--- config.mk ---
export PLATFORM = sky130hd
export DESIGN_NAME = frac_baud_generator
export DESIGN_NICKNAME = d
export VERILOG_FILES = /design/src/rtl/frac_baud_generator.sv
export SDC_FILE = /design/constraint.sdc
export NUM_CORES = 1
export LEC_CHECK = 0
export CORE_ASPECT_RATIO = 1.2
export CORE_MARGIN = 4
export CORE_UTILIZATION = 56
export DETAILED_ROUTE_END_ITERATION = 8
export PLACE_DENSITY = 0.8
export SLEW_MARGIN = 10
export SYNTH_ARGS = -nofsm -noshare
export SYNTH_HDL_FRONTEND = slang
export SYNTH_SLANG_ARGS = --single-unit
--- constraint.sdc ---
create_clock -name Clock -period 3.9 [get_ports Clock]
set_input_delay 1.17 -clock Clock [delete_from_list [all_inputs] [get_ports Clock]]
set_output_delay 1.17 -clock Clock [all_outputs]
set_load 0.1 [all_outputs]
--- src/rtl/frac_baud_generator.sv ---
// Fractional baud-rate generator.
// Produces single-cycle clock enables (never derived clocks) from a
// runtime-loadable integer-plus-fraction divisor. The sample period is
// DivisorInteger clocks, lengthened by one clock whenever the fractional
// accumulator carries. Over time the average period is
// DivisorInteger + DivisorFraction / 2^FRAC_BITS clocks.
//
// Ports:
//   Clock           system clock, rising edge
//   Reset           synchronous, active-high
//   Enable          count enable; when low all state holds and ticks are low
//   DivisorInteger  integer part of a new divisor
//   DivisorFraction fractional part of a new divisor (units of 1/2^FRAC_BITS)
//   LoadDivisor     strobe: capture the divisor inputs and restart timing
//   Resync          strobe: restart the bit phase (e.g. on a start-bit edge)
//   SampleTick      one-cycle oversampling enable
//   BitTick         one-cycle enable once per bit period
//   MidBitTick      one-cycle enable at the middle of each bit
//   SampleIndex     sample-tick count within the current bit
//   DivisorClamped  sticky: the last load asked for an integer part below 2
module frac_baud_generator #(
  parameter int unsigned DIV_WIDTH     = 16,
  parameter int unsigned FRAC_BITS     = 4,
  parameter int unsigned OVERSAMPLE    = 16,
  parameter int unsigned RESET_DIVISOR = 326,
  parameter int unsigned IDX_WIDTH     = $clog2(OVERSAMPLE)
) (
  input  logic                 Clock,
  input  logic                 Reset,
  input  logic                 Enable,
  input  logic [DIV_WIDTH-1:0] DivisorInteger,
  input  logic [FRAC_BITS-1:0] DivisorFraction,
  input  logic                 LoadDivisor,
  input  logic                 Resync,
  output logic                 SampleTick,
  output logic                 BitTick,
  output logic                 MidBitTick,
  output logic [IDX_WIDTH-1:0] SampleIndex,
  output logic                 DivisorClamped
);

  localparam logic [IDX_WIDTH-1:0] LastIndex = IDX_WIDTH'(OVERSAMPLE - 1);
  localparam logic [IDX_WIDTH-1:0] MidIndex  = IDX_WIDTH'(OVERSAMPLE / 2 - 1);
  localparam logic [DIV_WIDTH-1:0] MinDiv    = DIV_WIDTH'(2);

  logic [DIV_WIDTH-1:0] actInt;
  logic [FRAC_BITS-1:0] actFrac;
  logic [FRAC_BITS-1:0] acc;
  logic                 extend;
  logic [DIV_WIDTH:0]   counter;
  logic [DIV_WIDTH:0]   termCount;
  logic [FRAC_BITS:0]   accSum;
  logic                 terminal;

  // Counter is one bit wider than actInt so the extended terminal value
  // (actInt when extend is set) always fits without wrapping.
  always_comb begin
    termCount = {1'b0, actInt} - (DIV_WIDTH + 1)'(1)
              + {{DIV_WIDTH{1'b0}}, extend};
    terminal  = (counter == termCount);
    accSum    = {1'b0, acc} + {1'b0, actFrac};
  end

  always_ff @(posedge Clock) begin
    if (Reset) begin
      actInt         <= DIV_WIDTH'(RESET_DIVISOR);
      actFrac        <= '0;
      counter        <= '0;
      acc            <= '0;
      extend         <= 1'b0;
      SampleIndex    <= '0;
      SampleTick     <= 1'b0;
      BitTick        <= 1'b0;
      MidBitTick     <= 1'b0;
      DivisorClamped <= 1'b0;
    end else if (LoadDivisor) begin
      // A simultaneous Resync is absorbed: the load clears the same state.
      actInt         <= (DivisorInteger < MinDiv) ? MinDiv : DivisorInteger;
      actFrac        <= DivisorFraction;
      DivisorClamped <= (DivisorInteger < MinDiv);
      counter        <= '0;
      acc            <= '0;
      extend         <= 1'b0;
      SampleIndex    <= '0;
      SampleTick     <= 1'b0;
      BitTick        <= 1'b0;
      MidBitTick     <= 1'b0;
    end else if (Resync) begin
      counter     <= '0;
      acc         <= '0;
      extend      <= 1'b0;
      SampleIndex <= '0;
      SampleTick  <= 1'b0;
      BitTick     <= 1'b0;
      MidBitTick  <= 1'b0;
    end else if (Enable) begin
      if (terminal) begin
        counter     <= '0;
        acc         <= accSum[FRAC_BITS-1:0];
        extend      <= accSum[FRAC_BITS];
        SampleIndex <= SampleIndex + 1'b1;
        SampleTick  <= 1'b1;
        BitTick     <= (SampleIndex == LastIndex);
        MidBitTick  <= (SampleIndex == MidIndex);
      end else begin
        counter    <= counter + 1'b1;
        SampleTick <= 1'b0;
        BitTick    <= 1'b0;
        MidBitTick <= 1'b0;
      end
    end else begin
      SampleTick <= 1'b0;
      BitTick    <= 1'b0;
      MidBitTick <= 1'b0;
    end
  end

endmodule

==> metrics.cfg, run 1 <==
[cts]
post-cts-setup-buffers=0
cts_sinks=50
ctsResizeCount=0
cts_buffers=5
root_buffer=clkbuf_8
clk_latency_ns=0.29
cts_tree=done
clock_path_buffers=2
cts-htree-levels=2
path_clk_slew_ns=0.08
ctsHoldBuffers=0

[final_layout]
drive_gt1_share_pct=6.63
n_fill_cell=432
antenna_cells=0
final_common_cell=dfxtp_1
final_nets=381
final_cell_mix=50 x dfxtp_1, 47 x nor2_1, 28 x clkdlybuf4s50_1, 19 x xor2_1
synthToLayoutAreaGrowth_pct=13.9
final_area_sq_um=3200

[synth]
synthArstFlopShare_pct=0
synth_cells=324
synthesis.nets=358
ys.warnings.count=0
netlist_area_sq_um=2810
ys_types=52
ys_ff_latch=50
avgSynthCellArea_sq_um=8.68
synth_edf_count=0
ys_seq_area_share_pct=35.6
ys.flop_type=dfxtp_1

[setup_path]
worstPathMaxFanout=11
endpoint_kind=flip-flop
required_ns=4.12
worstPathArrival_ns=3.46
critPathLaunchType=flip-flop
path_class=flip-flop to flip-flop

[route]
drt_iter0_drc=115
routed_wirelength_um=5660
vias=2244
wl_per_cell_um=13.9
drcViolationCount=0
vias_per_cell=5.51
dr.pass1.iters=4
ant_nets=0

[die]
die_w_um=72.7
io_pins=33
design.core.area_sq_um=4900
start_util_pct=57.3
die-area_sq_um=6220
row_count=28
dieHeight_um=85.6

[run]
max-cap-violations=0

[grt]
first_global_vias=2072
grt_pass1_wl_um=9680
grt.total_usage_pct=19.2
grt_max_degree=22
antenna_found_initial=0
gr-total-overflow=0

[timing]
worst_pin_slew_ns=0.973
drv_slew=0
layout_min_cycle_time_ns=3.24
setup_tns_ns=0
rsz0062_at_grt=false
final.setup_skew_ns=0.00468
setup_violations=0
timing.fmax_mhz=309
fin_hold_ws_ns=0.460
maxSlewHeadroom_pct=35.0
post-route-period-util_pct=83.1
finalHoldViolCount=0

[placed_design]
port_buffers=32
dpl-instance-area_sq_um=3130
hpwlAfterDp_um=4370
gp_congestion=0.805

[pwr]
peakVddDrop_v=0.000176
p_leak_nw=1.18
p_per_area_nw_per_um2=294
power_w=0.000940

[run_status]
outcome=finished, final reports clean

[min_path]
min_path_type=flip-flop to flip-flop

-- power by group --
group,switching [W],internal (W),total (W)
logic,0.0000541,0.0000628,0.000117
registers,0.0000200,0.000523,0.000543
clock network,0.000156,0.000124,0.000280
-- logic make-up after synthesis --
| family | share of synthesized area (%) |
|---|---|
| multiplexers | 6.59 |
| buffers and inverters | 4.54 |
| AND/OR/NAND/NOR | 29.2 |
| adder cells (fa/ha/maj) | 4.27 |
| flip-flops | 35.6 |
| AO/OA/AOI/OAI | 8.28 |
| XOR/XNOR | 11.5 |
-- state kept, by name (all words and copies together) (netlist names) --
register,flops
counter,17
actInt,16
SampleIndex,4
acc,4
actFrac,4
BitTick,1
DivisorClamped,1
MidBitTick,1
SampleTick,1
extend,1
-- stage by stage --
step	utilization [%]	instances	setup slack [ns]
after floorplan	-	324	1.13
after global placement	63.7	400	0.801
after detailed placement	63.7	400	0.647
after CTS	65.3	407	0.640
after global routing	65.3	407	0.369
final	65.3	407	0.660
-- synthesized netlist by cell type, types with 2 or more instances --
master	n	area share [%]
dfxtp_1	50	36
nor2_1	47	6.3
xor2_1	19	5.9
nand2_1	18	2.4
xnor2_1	18	5.6
mux2i_1	17	6.1
a21oi_1	15	2.7
clkbuf_1	12	1.6
nand3_1	10	1.8
inv_1	9	1.2
nand4_1	9	2.0
nor2b_1	9	2.0
ha_1	8	3.6
nor4_1	7	1.6
and3_1	6	1.3
nor3_1	6	1.1
or3_1	6	1.3
o21ai_0	5	0.89
a211o_1	4	1.2
nand2b_1	4	0.89
nor4b_1	4	1.2
buf_1	3	0.40
nor3b_1	3	0.80
a211oi_1	2	0.53
buf_4	2	0.53
buf_6	2	0.80
nand3b_1	2	0.53
o21a_1	2	0.53
or4b_1	2	0.71
-- layer usage --
metal  global-route usage, %  routed length [um]  up-vias
li1                        -                   -     1173
met1                    24.7                2570     1040
met2                    33.2                2910       25
met3                    2.81                 125        6
met4                    5.03                  58        0
met5                       0                   0        -
-- worst max-delay path, cell delays in order, from the launching register on --
cell,delay (ns)
dfxtp_1,0.31
inv_1,0.06
ha_1,0.20
ha_1,0.23
nor3b_4,0.39
nand3_1,0.14
or3_1,0.36
a32o_1,0.30
nor4_4,0.35
nand3_2,0.27
or3_1,0.41
a21oi_1,0.14
-- final cells by class --
type	count	area (sq um)	area share [%]
Timing Repair Buffer	35	333	10.4
Multi-Input combinational cell	246	1680	52.6
Sequential cell	50	1000	31.3
Inverter	9	33.8	1.06
Tap cell	60	75.1	2.34
Clock buffer	7	76.3	2.38
-- worst paths after layout --
kind                             from                          end  slack (ns)  cells after the start
setup / recovery  extend$_SDFFE_PP0P_  SampleIndex[3]$_SDFFE_PP0P_        0.66                     11
hold / removal    acc[0]$_SDFFE_PP0P_          acc[0]$_SDFFE_PP0P_        0.46                      2
setup reg to reg  extend$_SDFFE_PP0P_  SampleIndex[3]$_SDFFE_PP0P_        0.66                     11
hold reg to reg   acc[0]$_SDFFE_PP0P_          acc[0]$_SDFFE_PP0P_        0.46                      2
Power figures use the tool's default switching activity.
==> inputs of run 2 (changes only) <==
- clock period: 3.9 -> 3.1 ns (I/O delays scaled with it)
==> run 2 against run 1 <==
Net effect: clock power increased by 32%; setup slack got worse by 0.62 ns; routed wire length increased by 10%; non-clock buffer count increased by 8; sequential share of layout area decreased by 0.97 points; total power increased by 29%; sequential power increased by 26%; critical path depth unchanged; first-iteration DRC count increased by 50%; critical path type unchanged; largest cell class unchanged.
==> metrics.cfg, run 2 (synthesized netlist as in run 1, its figures left out) <==
[run_status]
outcome=finished, final reports clean

[setup_path]
cp-endpoint=acc[1]$_SDFFE_PP0P_
startpoint=extend$_SDFFE_PP0P_
required_ns=3.34
r2r_cells=11
critPathLaunchType=flip-flop
endpoint_kind=flip-flop
r2r_slack_ns=0.04
worstPathArrival_ns=3.30
r2r_start=extend$_SDFFE_PP0P_
path_class=flip-flop to flip-flop
worstPathMaxFanout=4
r2r_end=acc[1]$_SDFFE_PP0P_

[grt]
antenna_found_initial=0
first_global_vias=2223
grt.total_usage_pct=20.0
gr-total-overflow=0
grt_pass1_wl_um=10100
grt_max_degree=22

[final_layout]
final_cell_mix=50 x dfxtp_1, 47 x nor2_1, 24 x clkdlybuf4s50_1, 19 x xor2_1, 19 x buf_4
largest_reg_flops=17
top_register=counter
synthToLayoutAreaGrowth_pct=17.5
antenna_cells=0
final_nets=389
final_common_cell=dfxtp_1
drive_gt1_share_pct=12.1
top_regs=counter (17), actInt (16)

[pwr]
pwr-share-seq_pct=56.4
p_leak_nw=1.24
power_frac_comb_pct=13.0
peakVddDrop_v=0.000306
switching_share_pct=24.6
p_int_w=0.000914
power_frac_clock_pct=30.6
power.switching_w=0.000298
p_per_area_nw_per_um2=367

[cts]
cts_buffers=5
root_buffer=clkbuf_8
clk_latency_ns=0.30
ctsHoldBuffers=0
cts-htree-levels=2
clock_path_buffers=2
cts_tree=done
cts_sinks=50
path_clk_slew_ns=0.08

[min_path]
whs_path_depth=2
min_path_type=flip-flop to flip-flop

[route]
vias_per_cell=5.65
drcViolationCount=0
vias=2341
wl_per_cell_um=15.1
ant_nets=0
dr.pass1.iters=4
drt_iter0_drc=172
routed_wirelength_um=6240

[die]
io_pins=33
design.core.area_sq_um=4900
die-area_sq_um=6220
die_w_um=72.7
row_count=28
dieHeight_um=85.6
start_util_pct=57.3

[timing]
layout_min_cycle_time_ns=3.06
setup_violations=0
worst_pin_slew_ns=0.547
setup_ws_ns=0.0429
fin_hold_ws_ns=0.465
post-route-period-util_pct=98.6
drv_slew=0
timing.fmax_mhz=327
finalHoldViolCount=0
maxSlewHeadroom_pct=63.4
final.setup_skew_ns=0.00417

[run]
max-cap-violations=0

[placed_design]
dpl_worst_slack_ns=0.115
hpwlAfterDp_um=4540
gp_congestion=0.864
port_buffers=32

[run 2: cell types whose count changed in the layout (fill, tap and decap cells not counted), moves of 2 or more]
| cell | delta |
|---|---|
| ha_1 | -2 |
| buf_4 | +12 |
| clkbuf_1 | -2 |
| nor4_2 | +2 |
| clkdlybuf4s50_1 | -4 |
| nor4_1 | -2 |
[run 2: how the worst min path moves through the flow]
| stage | to | slack (ns) | startpoint |
|---|---|---|---|
| final | acc[0]$_SDFFE_PP0P_ | 0.47 | acc[0]$_SDFFE_PP0P_ |
| after floorplan | acc[0]$_SDFFE_PP0P_ | 0.44 | acc[0]$_SDFFE_PP0P_ |
| after global placement | acc[0]$_SDFFE_PP0P_ | 0.45 | acc[0]$_SDFFE_PP0P_ |
| after global routing | acc[0]$_SDFFE_PP0P_ | 0.50 | acc[0]$_SDFFE_PP0P_ |
| after detailed placement | acc[0]$_SDFFE_PP0P_ | 0.46 | acc[0]$_SDFFE_PP0P_ |
| after CTS | acc[0]$_SDFFE_PP0P_ | 0.47 | acc[0]$_SDFFE_PP0P_ |
[run 2: what timing repair did]
item                                   CTS  global route
gates resized for setup                  0            10
endpoints found under the hold margin    0             0
buffers inserted                         0             5
setup endpoints to repair                0            28
[run 2: cell type report]
cell class	instances	area (sq um)
multi-input combinational	246	1730
fill	410	1600
sequential	50	1000
timing repair buffer	43	383
clock buffer	6	82.6
tap	60	75.1
inverter	9	33.8
[run 2: metal layers]
metal  up-vias  track usage (%)  wire length (um)
met1      1109             24.8              2590
met5         -                0                 0
met4         0             6.38                76
met3         8             3.05               218
li1       1186                -                 -
met2        38             35.1              3350
[run 2: worst max-delay path, stage by stage (launching register included)]
cell and delay, ns:
dfxtp_1 0.32, inv_1 0.08, ha_2 0.22, nor4b_4 0.37, nand4_2 0.21, or4b_4 0.54, o211a_2 0.19, nor4_4 0.38
nand3_4 0.14, buf_4 0.18, mux2_4 0.30, nor2_2 0.07
[run 2: power by group through the flow]
| stage | Clock [W] | Combinational [W] | Sequential (W) |
|---|---|---|---|
| after floorplan | 0 | 0.000103 | 0.000686 |
| after global placement | 0 | 0.000145 | 0.000698 |
| after global routing | 0.000402 | 0.000172 | 0.000687 |
| final | 0.000370 | 0.000157 | 0.000684 |
| after detailed placement | 0 | 0.000148 | 0.000699 |
| after CTS | 0.000378 | 0.000150 | 0.000684 |
[run 2: metrics by stage]
step	cells	util [%]	setup TNS (ns)	power [W]	instance area [sq um]
after floorplan	324	-	0	0.000789	2810
after global routing	414	67.4	-0.195	0.00126	3300
after detailed placement	403	64.0	0	0.000848	3140
after CTS	409	65.7	0	0.00121	3220
final	414	67.4	0	0.00121	3300
after global placement	403	64.0	0	0.000844	3140
==> inputs of run 3 (changes only) <==
- CORE_ASPECT_RATIO: 1.2 -> 0.7
- CORE_UTILIZATION: 56 -> 50
- MAX_ROUTING_LAYER: default -> met4
- PLACE_DENSITY: 0.8 -> 0.73
==> run 3 against run 2 <==
Net effect: die area up 11%; first-iteration DRC count shrank 21%; combinational power down 3%; clock power rose by 1%; sequential share of layout area is 0.28 points higher; total power hardly changed; global-route usage decreased by 1.6 points; register-to-register slack gained 0.17 ns; flip-flop and latch count stayed put; largest cell class unchanged; highest routed layer unchanged.
==> metrics.cfg, run 3 (synthesized netlist as in run 1, its figures left out) <==
[grt]
gr-total-overflow=0
grt_max_degree=21
first_global_vias=2105
grt_pass1_wl_um=10100
antenna_found_initial=0
grt.total_usage_pct=18.4

[route]
vias=2308
ant_nets=0
drt_iter0_drc=136
dr.pass1.iters=4
wl_per_cell_um=14.1
drcViolationCount=0
vias_per_cell=5.42
routed_wirelength_um=5990

[min_path]
min_path_type=flip-flop to flip-flop
hold_start=acc[0]$_SDFFE_PP0P_

[die]
dieHeight_um=70.7
row_count=22
die-area_sq_um=6910
design.core.area_sq_um=5340
io_pins=33
die_w_um=97.6
start_util_pct=52.6

[cts]
root_buffer=clkbuf_8
ctsHoldBuffers=0
cts_tree=done
path_clk_slew_ns=0.09
clk_latency_ns=0.30
clock_path_buffers=2
cts-htree-levels=2
cts_sinks=50
cts_buffers=5

[run]
max-cap-violations=0

[timing]
final.setup_skew_ns=0.00692
drv_slew=0
setup_tns_ns=0
setup_violations=0
setup_ws_ns=0.218
maxSlewHeadroom_pct=67.9
finalHoldViolCount=0
layout_min_cycle_time_ns=2.88
post-route-period-util_pct=93.0
fin_hold_ws_ns=0.475
rsz0062_at_grt=false
worst_pin_slew_ns=0.478
timing.fmax_mhz=347

[pwr]
power.switching_w=0.000312
peakVddDrop_v=0.000183
p_int_w=0.000900
p_per_area_nw_per_um2=370
p_leak_nw=1.23
switching_share_pct=25.7
power_frac_clock_pct=30.9
pwr-share-seq_pct=56.5
power_frac_comb_pct=12.6

[setup_path]
startpoint=extend$_SDFFE_PP0P_
slowest_stage=nor4_4
crit_chain=inv_1, ha_1, ha_2, nor3b_4, buf_4, a21oi_1, nor4b_1, nand4_1, nor4_4, nand3_4, buf_4, nor3_1, a211oi_1
critPathMaxStageDelay_ns=0.38
r2r_start=extend$_SDFFE_PP0P_
crit_top_cell=buf_4
path_class=flip-flop to flip-flop
r2r_slack_ns=0.22
endpoint_kind=flip-flop
critPathLaunchType=flip-flop
required_ns=3.29
worstPathArrival_ns=3.07
worstPathMaxFanout=7

[placed_design]
gp_congestion=0.923
dpl_worst_slack_ns=0.132
port_buffers=32
hpwlAfterDp_um=4680

[final_layout]
top_register=counter
antenna_cells=0
final_common_cell=dfxtp_1
final_nets=387
largest_reg_flops=17
final_cell_mix=50 x dfxtp_1, 47 x nor2_1, 24 x clkdlybuf4s50_1, 19 x xor2_1
synthToLayoutAreaGrowth_pct=16.5
drive_gt1_share_pct=10.5
n_fill_cell=500
top_regs=counter (17), actInt (16)

[run_status]
outcome=finished, final reports clean

==> run 3: path summary, 6_finish.rpt <==
kind	to	cells past startpoint
worst max register to register	extend$_SDFFE_PP0P_	13
worst max-delay path	extend$_SDFFE_PP0P_	13
worst min-delay path	acc[0]$_SDFFE_PP0P_	2
worst min register to register	acc[0]$_SDFFE_PP0P_	2
==> run 3: repair_timing <==
item	4_1_cts	5_1_grt
gates resized for setup	0	4
endpoints found under the setup margin	0	18
setup buffers	0	1
==> run 3: metrics by stage <==
step	utilization, %	area (sq um)	total power, W	instances
after floorplan	-	2810	0.000789	324
after global placement	59.3	3170	0.000848	417
final	61.3	3270	0.00121	426
after global routing	61.3	3270	0.00127	426
after detailed placement	59.3	3170	0.000849	417
after CTS	60.9	3250	0.00122	425
==> run 3: layer usage <==
metal	up-vias	track usage [%]	wire [um]
li1	1180	-	-
met5	-	-	0
met4	0	4.45	22
met2	63	24.8	2370
met1	1063	27.6	3280
met3	2	4.04	321
==> run 3: final cells by class <==
cell class              instances  area [sq um]  share of cell area (%)
clock buffers                   6          72.6                    2.22
clock inverters                 2          13.8                   0.420
inverters                       9          33.8                    1.03
multi-input cells             246          1700                    51.8
flip-flops and latches         50          1000                    30.6
well taps                      72          90.1                    2.75
repair buffers                 41           368                    11.2
==> run 3: power by group through the flow <==
stage	combinational [W]	sequential, W	clock (W)
floorplan	0.000103	0.000686	0
global placement	0.000149	0.000699	0
detailed placement	0.000150	0.000699	0
CTS	0.000151	0.000684	0.000389
global route	0.000168	0.000688	0.000418
finish	0.000153	0.000685	0.000374
==> run 3: critical path, delay by kind of cell (launching register included) <==
kind            cells  cell delay, ns
flops               1            0.31
simple gates        6            1.46
buf+inv             3            0.42
fa+ha+maj           2            0.42
compound gates      2            0.16
